$ cat src/rtl/yuv2rgb_csc.sv
// yuv2rgb_csc: 4-stage YCbCr-to-RGB colour-space converter.
// Modes: 0 = BT.601 limited, 1 = BT.709 limited, 2 = BT.601 full, 3 = bypass.
// Build option CSC_CLAMP_EN: when defined, results saturate to [0, 2^DW-1];
// when undefined, results wrap to the low DW bits (legacy behaviour).
//
// Stream protocol: de_i acts as the valid qualifier of each pixel. There is
// no ready/backpressure; one pixel may be accepted every cycle and de_o marks
// the matching converted pixel exactly 4 cycles later. vs/hs ride along with
// the same delay.
module yuv2rgb_csc #(
  parameter int DW = 8
) (
  input  logic            clk_i,
  input  logic            rst_n_i,
  input  logic            vs_i,
  input  logic            hs_i,
  input  logic            de_i,
  input  logic [DW-1:0]   y_ch_i,
  input  logic [DW-1:0]   u_ch_i,
  input  logic [DW-1:0]   v_ch_i,
  input  logic [1:0]      mode_i,
  output logic            vs_o,
  output logic            hs_o,
  output logic            de_o,
  output logic [3*DW-1:0] rgb_o,
  output logic [1:0]      mode_o
);

  localparam int AW = DW + 1;   // stage 1 difference width
  localparam int PW = DW + 11;  // stage 2 product width
  localparam int SW = DW + 12;  // stage 3 sum width

  localparam logic [1:0] MODE_601L = 2'd0;
  localparam logic [1:0] MODE_709L = 2'd1;
  localparam logic [1:0] MODE_601F = 2'd2;
  localparam logic [1:0] MODE_BYP  = 2'd3;

  localparam logic signed [AW-1:0] Y_OFS = AW'(16 << (DW - 8));
  localparam logic signed [AW-1:0] C_OFS = AW'(128 << (DW - 8));
  localparam logic signed [SW-1:0] RND   = SW'(128);

  // ---------------------------------------------------------------------
  // Mode latch: mode_i is only sampled on a rising edge of vs_i.
  // vs_d resets high so a vs_i held high through reset release is not
  // mistaken for a fresh frame start.
  // ---------------------------------------------------------------------
  logic       vs_d;
  logic [1:0] mode_act;

  // Track vs_i and capture the requested mode at frame start.
  always_ff @(posedge clk_i or negedge rst_n_i) begin
    if (!rst_n_i) begin
      vs_d     <= 1'b1;
      mode_act <= MODE_601L;
    end else begin
      vs_d <= vs_i;
      if (vs_i && !vs_d) begin
        mode_act <= mode_i;
      end
    end
  end

  assign mode_o = mode_act;

  // ---------------------------------------------------------------------
  // Stage 1: offset removal. In bypass the raw components are carried
  // zero-extended so the later stages can pass them straight through.
  // ---------------------------------------------------------------------
  logic signed [AW-1:0] y_ext, u_ext, v_ext, y_ofs;
  logic signed [AW-1:0] yd_n, ud_n, vd_n;
  logic signed [AW-1:0] s1_yd, s1_ud, s1_vd;
  logic [1:0]           s1_mode;
  logic                 s1_de, s1_hs, s1_vs;

  // Select Y offset by mode and form the signed differences.
  always_comb begin
    y_ext = $signed({1'b0, y_ch_i});
    u_ext = $signed({1'b0, u_ch_i});
    v_ext = $signed({1'b0, v_ch_i});
    y_ofs = mode_act[1] ? '0 : Y_OFS;
    yd_n  = y_ext;
    ud_n  = u_ext;
    vd_n  = v_ext;
    if (mode_act != MODE_BYP) begin
      yd_n = y_ext - y_ofs;
      ud_n = u_ext - C_OFS;
      vd_n = v_ext - C_OFS;
    end
  end

  // Stage 1 register, tagged with the mode in effect for this pixel.
  always_ff @(posedge clk_i or negedge rst_n_i) begin
    if (!rst_n_i) begin
      s1_yd   <= '0;
      s1_ud   <= '0;
      s1_vd   <= '0;
      s1_mode <= MODE_601L;
      s1_de   <= 1'b0;
      s1_hs   <= 1'b0;
      s1_vs   <= 1'b0;
    end else begin
      s1_yd   <= yd_n;
      s1_ud   <= ud_n;
      s1_vd   <= vd_n;
      s1_mode <= mode_act;
      s1_de   <= de_i;
      s1_hs   <= hs_i;
      s1_vs   <= vs_i;
    end
  end

  // ---------------------------------------------------------------------
  // Stage 2: five signed products with 8-fractional-bit coefficients.
  // ---------------------------------------------------------------------
  logic signed [PW-1:0] k_y, k_rv, k_gu, k_gv, k_bu;
  logic signed [PW-1:0] y_w, u_w, v_w;
  logic signed [PW-1:0] p_y_n, p_rv_n, p_gu_n, p_gv_n, p_bu_n;
  logic signed [PW-1:0] s2_py, s2_prv, s2_pgu, s2_pgv, s2_pbu;
  logic [1:0]           s2_mode;
  logic                 s2_de, s2_hs, s2_vs;

  // Coefficient set chosen by the stage 1 mode tag.
  always_comb begin
    k_y  = PW'(298);
    k_rv = PW'(409);
    k_gu = PW'(100);
    k_gv = PW'(208);
    k_bu = PW'(516);
    case (s1_mode)
      MODE_709L: begin
        k_y  = PW'(298);
        k_rv = PW'(459);
        k_gu = PW'(55);
        k_gv = PW'(136);
        k_bu = PW'(541);
      end
      MODE_601F: begin
        k_y  = PW'(256);
        k_rv = PW'(359);
        k_gu = PW'(88);
        k_gv = PW'(183);
        k_bu = PW'(454);
      end
      default: ;
    endcase
  end

  // Sign-extend the differences and multiply (bypass passes values through).
  always_comb begin
    y_w    = {{(PW-AW){s1_yd[AW-1]}}, s1_yd};
    u_w    = {{(PW-AW){s1_ud[AW-1]}}, s1_ud};
    v_w    = {{(PW-AW){s1_vd[AW-1]}}, s1_vd};
    p_y_n  = y_w * k_y;
    p_rv_n = v_w * k_rv;
    p_gu_n = u_w * k_gu;
    p_gv_n = v_w * k_gv;
    p_bu_n = u_w * k_bu;
    if (s1_mode == MODE_BYP) begin
      p_y_n  = y_w;
      p_rv_n = v_w;
      p_gu_n = '0;
      p_gv_n = '0;
      p_bu_n = u_w;
    end
  end

  // Stage 2 register.
  always_ff @(posedge clk_i or negedge rst_n_i) begin
    if (!rst_n_i) begin
      s2_py   <= '0;
      s2_prv  <= '0;
      s2_pgu  <= '0;
      s2_pgv  <= '0;
      s2_pbu  <= '0;
      s2_mode <= MODE_601L;
      s2_de   <= 1'b0;
      s2_hs   <= 1'b0;
      s2_vs   <= 1'b0;
    end else begin
      s2_py   <= p_y_n;
      s2_prv  <= p_rv_n;
      s2_pgu  <= p_gu_n;
      s2_pgv  <= p_gv_n;
      s2_pbu  <= p_bu_n;
      s2_mode <= s1_mode;
      s2_de   <= s1_de;
      s2_hs   <= s1_hs;
      s2_vs   <= s1_vs;
    end
  end

  // ---------------------------------------------------------------------
  // Stage 3: sum, add half an LSB and drop the 8 fractional bits.
  // ---------------------------------------------------------------------
  logic signed [SW-1:0] py_x, prv_x, pgu_x, pgv_x, pbu_x;
  logic signed [SW-1:0] r_sum, g_sum, b_sum;
  logic signed [SW-1:0] r_n, g_n, b_n;
  logic signed [SW-1:0] s3_r, s3_g, s3_b;
  logic                 s3_de, s3_hs, s3_vs;

  // Accumulate the products and round (bypass forwards the raw components).
  always_comb begin
    py_x  = {s2_py[PW-1],  s2_py};
    prv_x = {s2_prv[PW-1], s2_prv};
    pgu_x = {s2_pgu[PW-1], s2_pgu};
    pgv_x = {s2_pgv[PW-1], s2_pgv};
    pbu_x = {s2_pbu[PW-1], s2_pbu};
    r_sum = py_x + prv_x + RND;
    g_sum = py_x - pgu_x - pgv_x + RND;
    b_sum = py_x + pbu_x + RND;
    r_n   = r_sum >>> 8;
    g_n   = g_sum >>> 8;
    b_n   = b_sum >>> 8;
    if (s2_mode == MODE_BYP) begin
      r_n = prv_x;
      g_n = py_x;
      b_n = pbu_x;
    end
  end

  // Stage 3 register.
  always_ff @(posedge clk_i or negedge rst_n_i) begin
    if (!rst_n_i) begin
      s3_r  <= '0;
      s3_g  <= '0;
      s3_b  <= '0;
      s3_de <= 1'b0;
      s3_hs <= 1'b0;
      s3_vs <= 1'b0;
    end else begin
      s3_r  <= r_n;
      s3_g  <= g_n;
      s3_b  <= b_n;
      s3_de <= s2_de;
      s3_hs <= s2_hs;
      s3_vs <= s2_vs;
    end
  end

  // ---------------------------------------------------------------------
  // Stage 4: range reduction to DW bits, then blanking at the output.
  // ---------------------------------------------------------------------
  logic [DW-1:0] r_o_n, g_o_n, b_o_n;

`ifdef CSC_CLAMP_EN
  localparam logic signed [SW-1:0] MAX_V = SW'((1 << DW) - 1);

  // Saturate each channel into [0, 2^DW-1].
  always_comb begin
    r_o_n = s3_r[DW-1:0];
    g_o_n = s3_g[DW-1:0];
    b_o_n = s3_b[DW-1:0];
    if (s3_r < 0)          r_o_n = '0;
    else if (s3_r > MAX_V) r_o_n = '1;
    if (s3_g < 0)          g_o_n = '0;
    else if (s3_g > MAX_V) g_o_n = '1;
    if (s3_b < 0)          b_o_n = '0;
    else if (s3_b > MAX_V) b_o_n = '1;
  end
`else
  // Only the low DW bits survive a two's-complement wrap.
  logic unused_hi;
  assign unused_hi = ^{s3_r[SW-1:DW], s3_g[SW-1:DW], s3_b[SW-1:DW]};

  // Wrap each channel to its low DW bits.
  always_comb begin
    r_o_n = s3_r[DW-1:0];
    g_o_n = s3_g[DW-1:0];
    b_o_n = s3_b[DW-1:0];
  end
`endif

  // Output register; data is forced to zero whenever de is low.
  always_ff @(posedge clk_i or negedge rst_n_i) begin
    if (!rst_n_i) begin
      rgb_o <= '0;
      de_o  <= 1'b0;
      hs_o  <= 1'b0;
      vs_o  <= 1'b0;
    end else begin
      rgb_o <= s3_de ? {r_o_n, g_o_n, b_o_n} : '0;
      de_o  <= s3_de;
      hs_o  <= s3_hs;
      vs_o  <= s3_vs;
    end
  end

endmodule

$ cat config.mk
export PLATFORM = sky130hd
export DESIGN_NAME = yuv2rgb_csc
export DESIGN_NICKNAME = d
export VERILOG_FILES = /design/src/rtl/yuv2rgb_csc.sv
export SDC_FILE = /design/constraint.sdc
export NUM_CORES = 1
export LEC_CHECK = 0
export CORE_AREA = 2 2 239 170
export CTS_BUF_LIST = sky130_fd_sc_hd__clkbuf_4
export CTS_CLUSTER_SIZE = 14
export DETAILED_ROUTE_END_ITERATION = 6
export DIE_AREA = 0 0 241 172
export GPL_ROUTABILITY_DRIVEN = 0
export PLACE_DENSITY = 0.64
export SKIP_CTS_REPAIR_TIMING = 1
export SYNTH_ARGS = -nofsm -noshare
export SYNTH_HDL_FRONTEND = slang
export SYNTH_SLANG_ARGS = --single-unit
$ cat constraint.sdc
create_clock -name clk_i -period 12.35 [get_ports clk_i]
set_input_delay 1.8525 -clock clk_i [delete_from_list [all_inputs] [get_ports clk_i]]
set_output_delay 1.8525 -clock clk_i [all_outputs]
set_load 0.02 [all_outputs]
* Yosys cells after proc, flatten, opt, wreduce, memory -nomap -nowiden *
Cells that the tools add are included.

word-level totals
  bits in writable memories = 0
  memory bits (read-only) = 0
  bits in registers = 174
  bits of input ports = 31
  output and inout bits = 29
  latch bits = 0
  memories kept = 0
  word-level logic and storage cells = 68

cells by class
  reduce and logical (&&, ||, !) cells = 2
  $lt $le $gt $ge = 0
  shift-type cells = 0
  multiply operators = 5
  bitwise gates (word level) = 0
  multiplexer cells = 18
  eq/ne operators = 5
  divide/modulo/power cells = 0
  add/subtract/negate cells = 10

operators with widths
  kind                                              number
  two-way mux 16 bit                                5
  adder 16 x 9 -> 16 bit, second input constant     3
  adder 16 bit                                      2
  multiplier 9 x 10 -> 16 bit                       2
  subtractor 16 bit                                 2
  one-hot mux 7 bit (2 select lines)                2
  two-way mux 9 bit                                 3
  two-way mux 24 bit                                1
  two-way mux 8 bit                                 3
  one-hot mux 10 bit (2 select lines)               1
  subtractor 8 x 8 -> 9 bit, second input constant  2
  multiplier 9 x 11 -> 16 bit                       1
  multiplier 9 x 8 -> 16 bit                        1
  multiplier 9 x 9 -> 16 bit                        1
  one-hot mux 8 bit (2 select lines)                1
  subtractor 8 x 5 -> 9 bit                         1
  == test 2 bit, second input constant              3
  two-way mux 6 bit                                 1
  two-way mux 5 bit                                 1
  == test 2 x 1 -> 1 bit, second input constant     1
  != test 2 bit, second input constant              1
  logical AND 1 bit                                 1
  logical NOT 1 bit                                 1

* Longest topological paths before layout *
Gate-level depths: netlist (run 1).

  word-level depth = 4
  gate-level depth with buffers = 22
  depth with buffers taken out = 21

* Worst setup path before layout (run 1) *
Ideal clock, no wire load.

  kind = register to register
  from = register s1_mode[0]
  to = register s2_pbu[15]
  buffers on the path = 2
  library setup time = 0.125 ns
  setup slack = 6.850 ns
  cell stages (with the launch flop) = 21
  arrival time = 5.376 ns
  period minus slack after synthesis = 5.500 ns
  data required time = 12.225 ns
  cells stage by stage = dfrtp_1 inv_1 ha_1 clkbuf_1 clkbuf_1 nand2_1 inv_1 fa_1 inv_1 fa_1 inv_1 fa_1 fa_1 fa_1 ha_1 a21oi_1 o21ai_0 o41ai_1 o21ai_0 xnor2_1 mux2_2

between the ends
  longest elaborated chain between the ends = 4
  elaborated cells on any way between the ends = 6
  those cells by class = mul: 1; eq/ne: 3; mux: 2

ends and longest elaborated chain
  item                                                     RTL line  text
  start, declared                                          72        logic [1:0] s1_mode;
  start signal, assigned                                   105       s1_mode <= mode_act;
  == test 2 bit or == test 2 x 1 -> 1 bit (tied branches)  129       case (s1_mode)
  one-hot mux 10 bit (2 select lines)                      129
  multiplier 9 x 11 -> 16 bit                              157       p_bu_n = u_w * k_bu;
  two-way mux 16 bit *                                     158       if (s1_mode == MODE_BYP) begin
  named net p_bu_n[15]                                     117       logic signed [PW-1:0] p_y_n, p_rv_n, p_gu_n, p_gv_n, p_bu_n;
  end signal, assigned                                     184       s2_pbu <= p_bu_n;
  end, declared                                            118       logic signed [PW-1:0] s2_py, s2_prv, s2_pgu, s2_pgv, s2_pbu;

Mark *: on every way through the listed nets, which the timed path passes. The rest lies on a longest branch.
A chain may end at the register's enable or synchronous reset.

* Final worst setup path (run 1) *
Same ends and word-level chain as after synthesis.

==> results of run 1 <==
## metrics by stage
| step | hold slack, ns | cells | util (%) | area [um^2] |
|---|---|---|---|---|
| after floorplan | 0.331 | 1646 | - | 17400 |
| final | 0.365 | 2243 | 48.2 | 18900 |
| after global routing | 0.378 | 2243 | 48.2 | 18900 |
| after CTS | 0.370 | 2242 | 48.2 | 18900 |
| after detailed placement | 0.336 | 2211 | 47.4 | 18600 |
| after global placement | 0.332 | 2211 | 47.4 | 18600 |
## cell type report
class | count | area share [%]
Multi-Input combinational cell | 1118 | 62.0
Sequential cell | 174 | 23.0
Inverter | 318 | 6.31
Tap cell | 535 | 3.54
Timing Repair Buffer | 66 | 3.42
Clock inverter | 14 | 0.986
Clock buffer | 17 | 0.675
Antenna cell | 1 | 0.0132
## layer usage
metal / track usage [%] / part of all wire [%] / vias up
li1: - / - / 5342
met2: 29.3 / 42 / 256
met3: 4.76 / 6.1 / 21
met1: 30.8 / 51 / 5560
met5: 0 / 0 / -
met4: 3.57 / 0.84 / 0
## how the worst min path moves through the flow
| stage | slack [ns] | to | cells past startpoint | startpoint |
|---|---|---|---|---|
| 2_1_floorplan | 0.33 | hs_o | 0 | s3_hs |
| 3_3_place_gp | 0.33 | s3_hs | 0 | s2_hs |
| 3_5_place_dp | 0.34 | s2_hs | 0 | s1_hs |
| 4_1_cts | 0.37 | s2_hs | 0 | s1_hs |
| 5_1_grt | 0.38 | s3_vs | 0 | s2_vs |
| 6_report | 0.37 | s2_hs | 0 | s1_hs |
## cell families after synthesis
logic type                 after synthesis
AOI/OAI and AO/OA                      200
buffers and inverters                  354
other                                    1
xor gates and xnor gates               104
muxes                                   26
and+or+nand+nor                        295
DFF                                    174
adders and majority gates              492
## cells in the final DEF (no fill, tap or decap), types with 9 or more instances in the layout
master             n
xnor2_1           71
a21o_1            26
mux2_2            23
o21bai_1          11
ha_1             282
clkbuf_4          17
nand2b_1          26
inv_1            318
and2_1            46
nor2_1            64
o21a_1            10
a21oi_1           56
o21ai_0           55
nand2_1           74
dfrtp_1          173
xor2_1            33
nor2b_1           46
nand3_1            9
clkdlybuf4s50_1   58
fa_1             209
## critical path, cell delays in order (launching register included)
cell and delay [ns]:
dfrtp_1 0.47, inv_1 0.12, ha_1 0.93, nand2_1 0.25, inv_1 0.26, fa_1 0.46
inv_1 0.09, fa_1 0.41, inv_1 0.09, fa_1 0.40, fa_1 0.51, fa_1 0.41
ha_1 0.30, a21oi_1 0.21, o21ai_0 0.18, o41ai_1 0.48, o21ai_0 0.20, xnor2_1 0.17
mux2_2 0.27
## flip-flops by register name (all words and copies together) (netlist names), 8 cells and up
register,count
s1_yd,9
s3_g,8
s1_ud,9
s2_pgv,16
s2_pbu,16
s2_py,16
s3_r,8
s2_pgu,16
rgb_o,24
s2_prv,16
s3_b,8
s1_vd,9
==> results.ini, run 1 <==
[clock_network]
cts_root_buf=clkbuf_4
cts_tree=built
numClockSinks=174
clk_pin_slew_ns=0.17
cts_buffer_depth=2
insertion_delay_ns=0.64
cts_inserted_buffers=17
ctsHtreeMaxLevel=4

[yosys]
syn_area_per_cell_um2=10.6
synth_top_area_cell=dfrtp_1
synth_most_common_cell=inv_1
synth_top_area_share_pct=24.9
synthMuxAreaShare_pct=1.67
syn-num-nets=2169
ys_seq_elements=174
synth.distinct_cells=54
yosysWarnings=0
synthAdderAreaFrac_pct=44.4
synth-compound-area-share_pct=7.40
synth-simple-area-share_pct=8.66
synthTopCellsByArea=dfrtp_1 (25%), fa_1 (24%), ha_1 (20%)
synth_top_family_by_area=adder cells
yosys-top-cells-count=inv_1 (318), ha_1 (283), fa_1 (209)
synth-xor-area-share_pct=5.23
synth_edf_count=0
synth-main-ff-cell=dfrtp_1
synth_area_um2=17400
ys_async_sr_fraction_pct=100
ys_seq_area_share_pct=25.0
synth_cells=1646

[sta]
rsz0062_at_grt=no
timing.final.crit_share_pct=51.3
slew_headroom_pct=22.8
finalCriticalPeriod_ns=6.33
setup_viol=0
timing.fmax_mhz=158
final_hold_viol_count=0
setup_tns_ns=0
setup_slack_ns=6.02
finClkSkew_ns=0.0274
worst_slew_pin_slew_ns=1.16
slew_viol_final=0

[die]
start_util_pct=44.4
io_pins=60
die-height_um=172
core-area_um2=39200
die_area_um2=41500
std_cell_rows=61
die_width_um=241

[drt]
drtIter0Drc=585
routed_wl_um=38500
ant_nets=0
routedWlPerCell_um=17.2
vias=11200
avgViaCountPerCell=4.98
drc_errors=0
dr.pass1.iters=5

[worst_setup_path]
r2r_cells=18
path_max_fanout=23
crit_path_start=s1_mode[0]
crit_type=register to register
rr_endpoint=s2_pbu[15]
rrSetupSlack_ns=6.02
cp.required_ns=12.88
endpoint=s2_pbu[15]
r2r-start=s1_mode[0]
cp-start-kind=register
cp-end-kind=register
critPathArrivalTime_ns=6.86

[finish]
multiInputGateArea_um2=11700
regArea_um2=4360
areaGrowthSynthToFinish_pct=8.62
final_nets=2218
fillers=3673
drive_gt1_share_pct=4.28

[grt]
grt_pass1_vias=11600
grt_max_degree=89
antenna_found_initial=1
grt_pass1_wl_um=63700
gr-total-overflow=0
globalRouteTotalUtil_pct=20.2

[worst_hold_path]
hold_path_class=register to register

[placed_design]
dpl.hpwl_um=32300
preCtsSetupSlack_ns=6.12
portBuffers=59

[run_status]
outcome=complete, no violations

[flow_run]
max_cap_viol_count=0

Power of run 1 is not shown: default switching activity piles up to over one toggle a cycle in this logic, so the estimate is an artifact.
==> inputs of run 2 (changes only) <==
Settings changed: PLACE_DENSITY 0.64 to 0.66.
Clock period 12.35 ns to 5.78 ns, I/O delays scaled along.
==> run 2 against run 1 <==
  * Design area up 0.46%
  * Fmax up 16%
  * Core utilization up 0.22 points
  * Final cell count up 0.53%
  * Flip-flop and latch count unchanged
  * Sequential share of layout area down 0.10 points
  * Routed wire length about the same
  * Via count up 0.86%
  * First-iteration DRC count down 1.7%
  * Die area unchanged
  * Non-clock buffer count up 11
  * Worst setup slack worse by 5.7 ns
==> results.ini, run 2 (same netlist as run 1, synthesis figures left out) <==
[sta]
timing.fmax_mhz=182
finClkSkew_ns=0.0294
worst_slew_pin_slew_ns=0.915
setup_viol=0
final_hold_viol_count=0
finalCriticalPeriod_ns=5.48
setup_tns_ns=0
rsz0062_at_grt=yes
hold_ws_ns=0.262
slew_viol_final=0
timing.final.crit_share_pct=94.9
slew_headroom_pct=39.0

[drt]
avgViaCountPerCell=5.00
drtIter0Drc=575
ant_nets=0
drc_errors=0
vias=11300
routedWlPerCell_um=17.1
dr.pass1.iters=5
routed_wl_um=38500

[finish]
stdcell_count=2255
areaGrowthSynthToFinish_pct=9.12
mostFrequentLayoutCells=inv_1 (314), ha_1 (282), fa_1 (209)
regMostFlops=rgb_o
largest_reg_flops=24
final_common_cell=inv_1
post-route-util_pct=48.4
final_nets=2229
drive_gt1_share_pct=5.53

[die]
core-area_um2=39200
die-height_um=172
std_cell_rows=61
die_width_um=241
io_pins=60
start_util_pct=44.4
die_area_um2=41500

[worst_setup_path]
rr_endpoint=s2_pbu[15]
cp-end-kind=register
r2r-start=s1_mode[0]
crit_type=register to register
cp.required_ns=6.30
max_stage_delay_ns=0.55
crit_path_start=s1_mode[0]
rrSetupSlack_ns=0.30
crit_slowest_cell=fa_1
path_cells=inv_1, ha_1, buf_4, nand2_1, inv_1, fa_1, inv_1, fa_1, inv_1, fa_1, fa_1, fa_1, ha_1, a21oi_1, o21ai_0, o41ai_2, o21ai_0, xnor2_1, mux2_2
critPathArrivalTime_ns=6.01
cp-start-kind=register
endpoint=s2_pbu[15]
path_max_fanout=9
critPathMostFrequentCell=fa_1
r2r_cells=19

[grt]
grt_pass1_vias=12100
grt_pass1_wl_um=64000
gr-total-overflow=0
grt_max_degree=100
globalRouteTotalUtil_pct=20.1
antenna_found_initial=1

[clock_network]
cts_inserted_buffers=17
insertion_delay_ns=0.64
numClockSinks=174
ctsHtreeMaxLevel=4
clk_pin_slew_ns=0.18
cts_root_buf=clkbuf_4
cts_buffer_depth=2
cts_tree=built

[worst_hold_path]
hold_path_class=input pin to async pin

[placed_design]
dpl.hpwl_um=32300
dp_cells=2222
portBuffers=59

[run_status]
outcome=complete, no violations

[flow_run]
max_cap_viol_count=0

[run 2: cell types whose count changed in the layout (fill, tap and decap cells not counted), moves of 2 or more]
cell | before | now
buf_4 | 7 | 17
bufinv_16 | 3 | 0
clkinv_1 | 2 | 0
clkinv_4 | 2 | 4
clkinv_8 | 1 | 4
inv_1 | 318 | 314
inv_2 | 0 | 3
[run 2: metrics by stage]
stage	area, um^2	setup WS, ns
finish	19000	0.296
global route	19000	-0.0240
CTS	19000	0.124
detailed placement	18700	0.172
global placement	18700	0.235
floorplan	17400	0.280
[run 2: worst min path at each step]
stage                       start        end  slack [ns]  cells after the start
after floorplan             s3_hs       hs_o        0.33                      0
after global placement      s1_hs      s2_hs        0.33                      0
after detailed placement    s2_hs      s3_hs        0.34                      0
after CTS                 rst_n_i  rgb_o[16]        0.26                      1
after global routing      rst_n_i  rgb_o[18]        0.29                      1
final                     rst_n_i  rgb_o[16]        0.26                      1
[run 2: per-layer routing]
metal,GRT usage [%],share of wire (%),vias to the layer above
met3,4.68,5.7,40
met5,0,0,-
met2,30.3,43,291
met4,3.41,1.3,0
met1,29.8,50,5578
li1,-,-,5366
[run 2: worst max-delay path: cells and delay by family (launching register included)]
kind,cells,cell delay [ns]
AOI/OAI and AO/OA,4,0.88
DFF,1,0.45
buffers and inverters,5,0.50
adders and majority gates,7,2.98
and+or+nand+nor,1,0.16
muxes,1,0.27
xor gates and xnor gates,1,0.15
[run 2: layout make-up]
class                      instances  area (um^2)
tap                              535          669
sequential                       174         4360
antenna                            1         2.50
fill                            3610        20200
multi-input combinational       1118        11700
timing repair buffer              77          742
clock inverter                    15          158
inverter                         318         1200
clock buffer                      17          128
Power of run 2 is left out for the same reason.
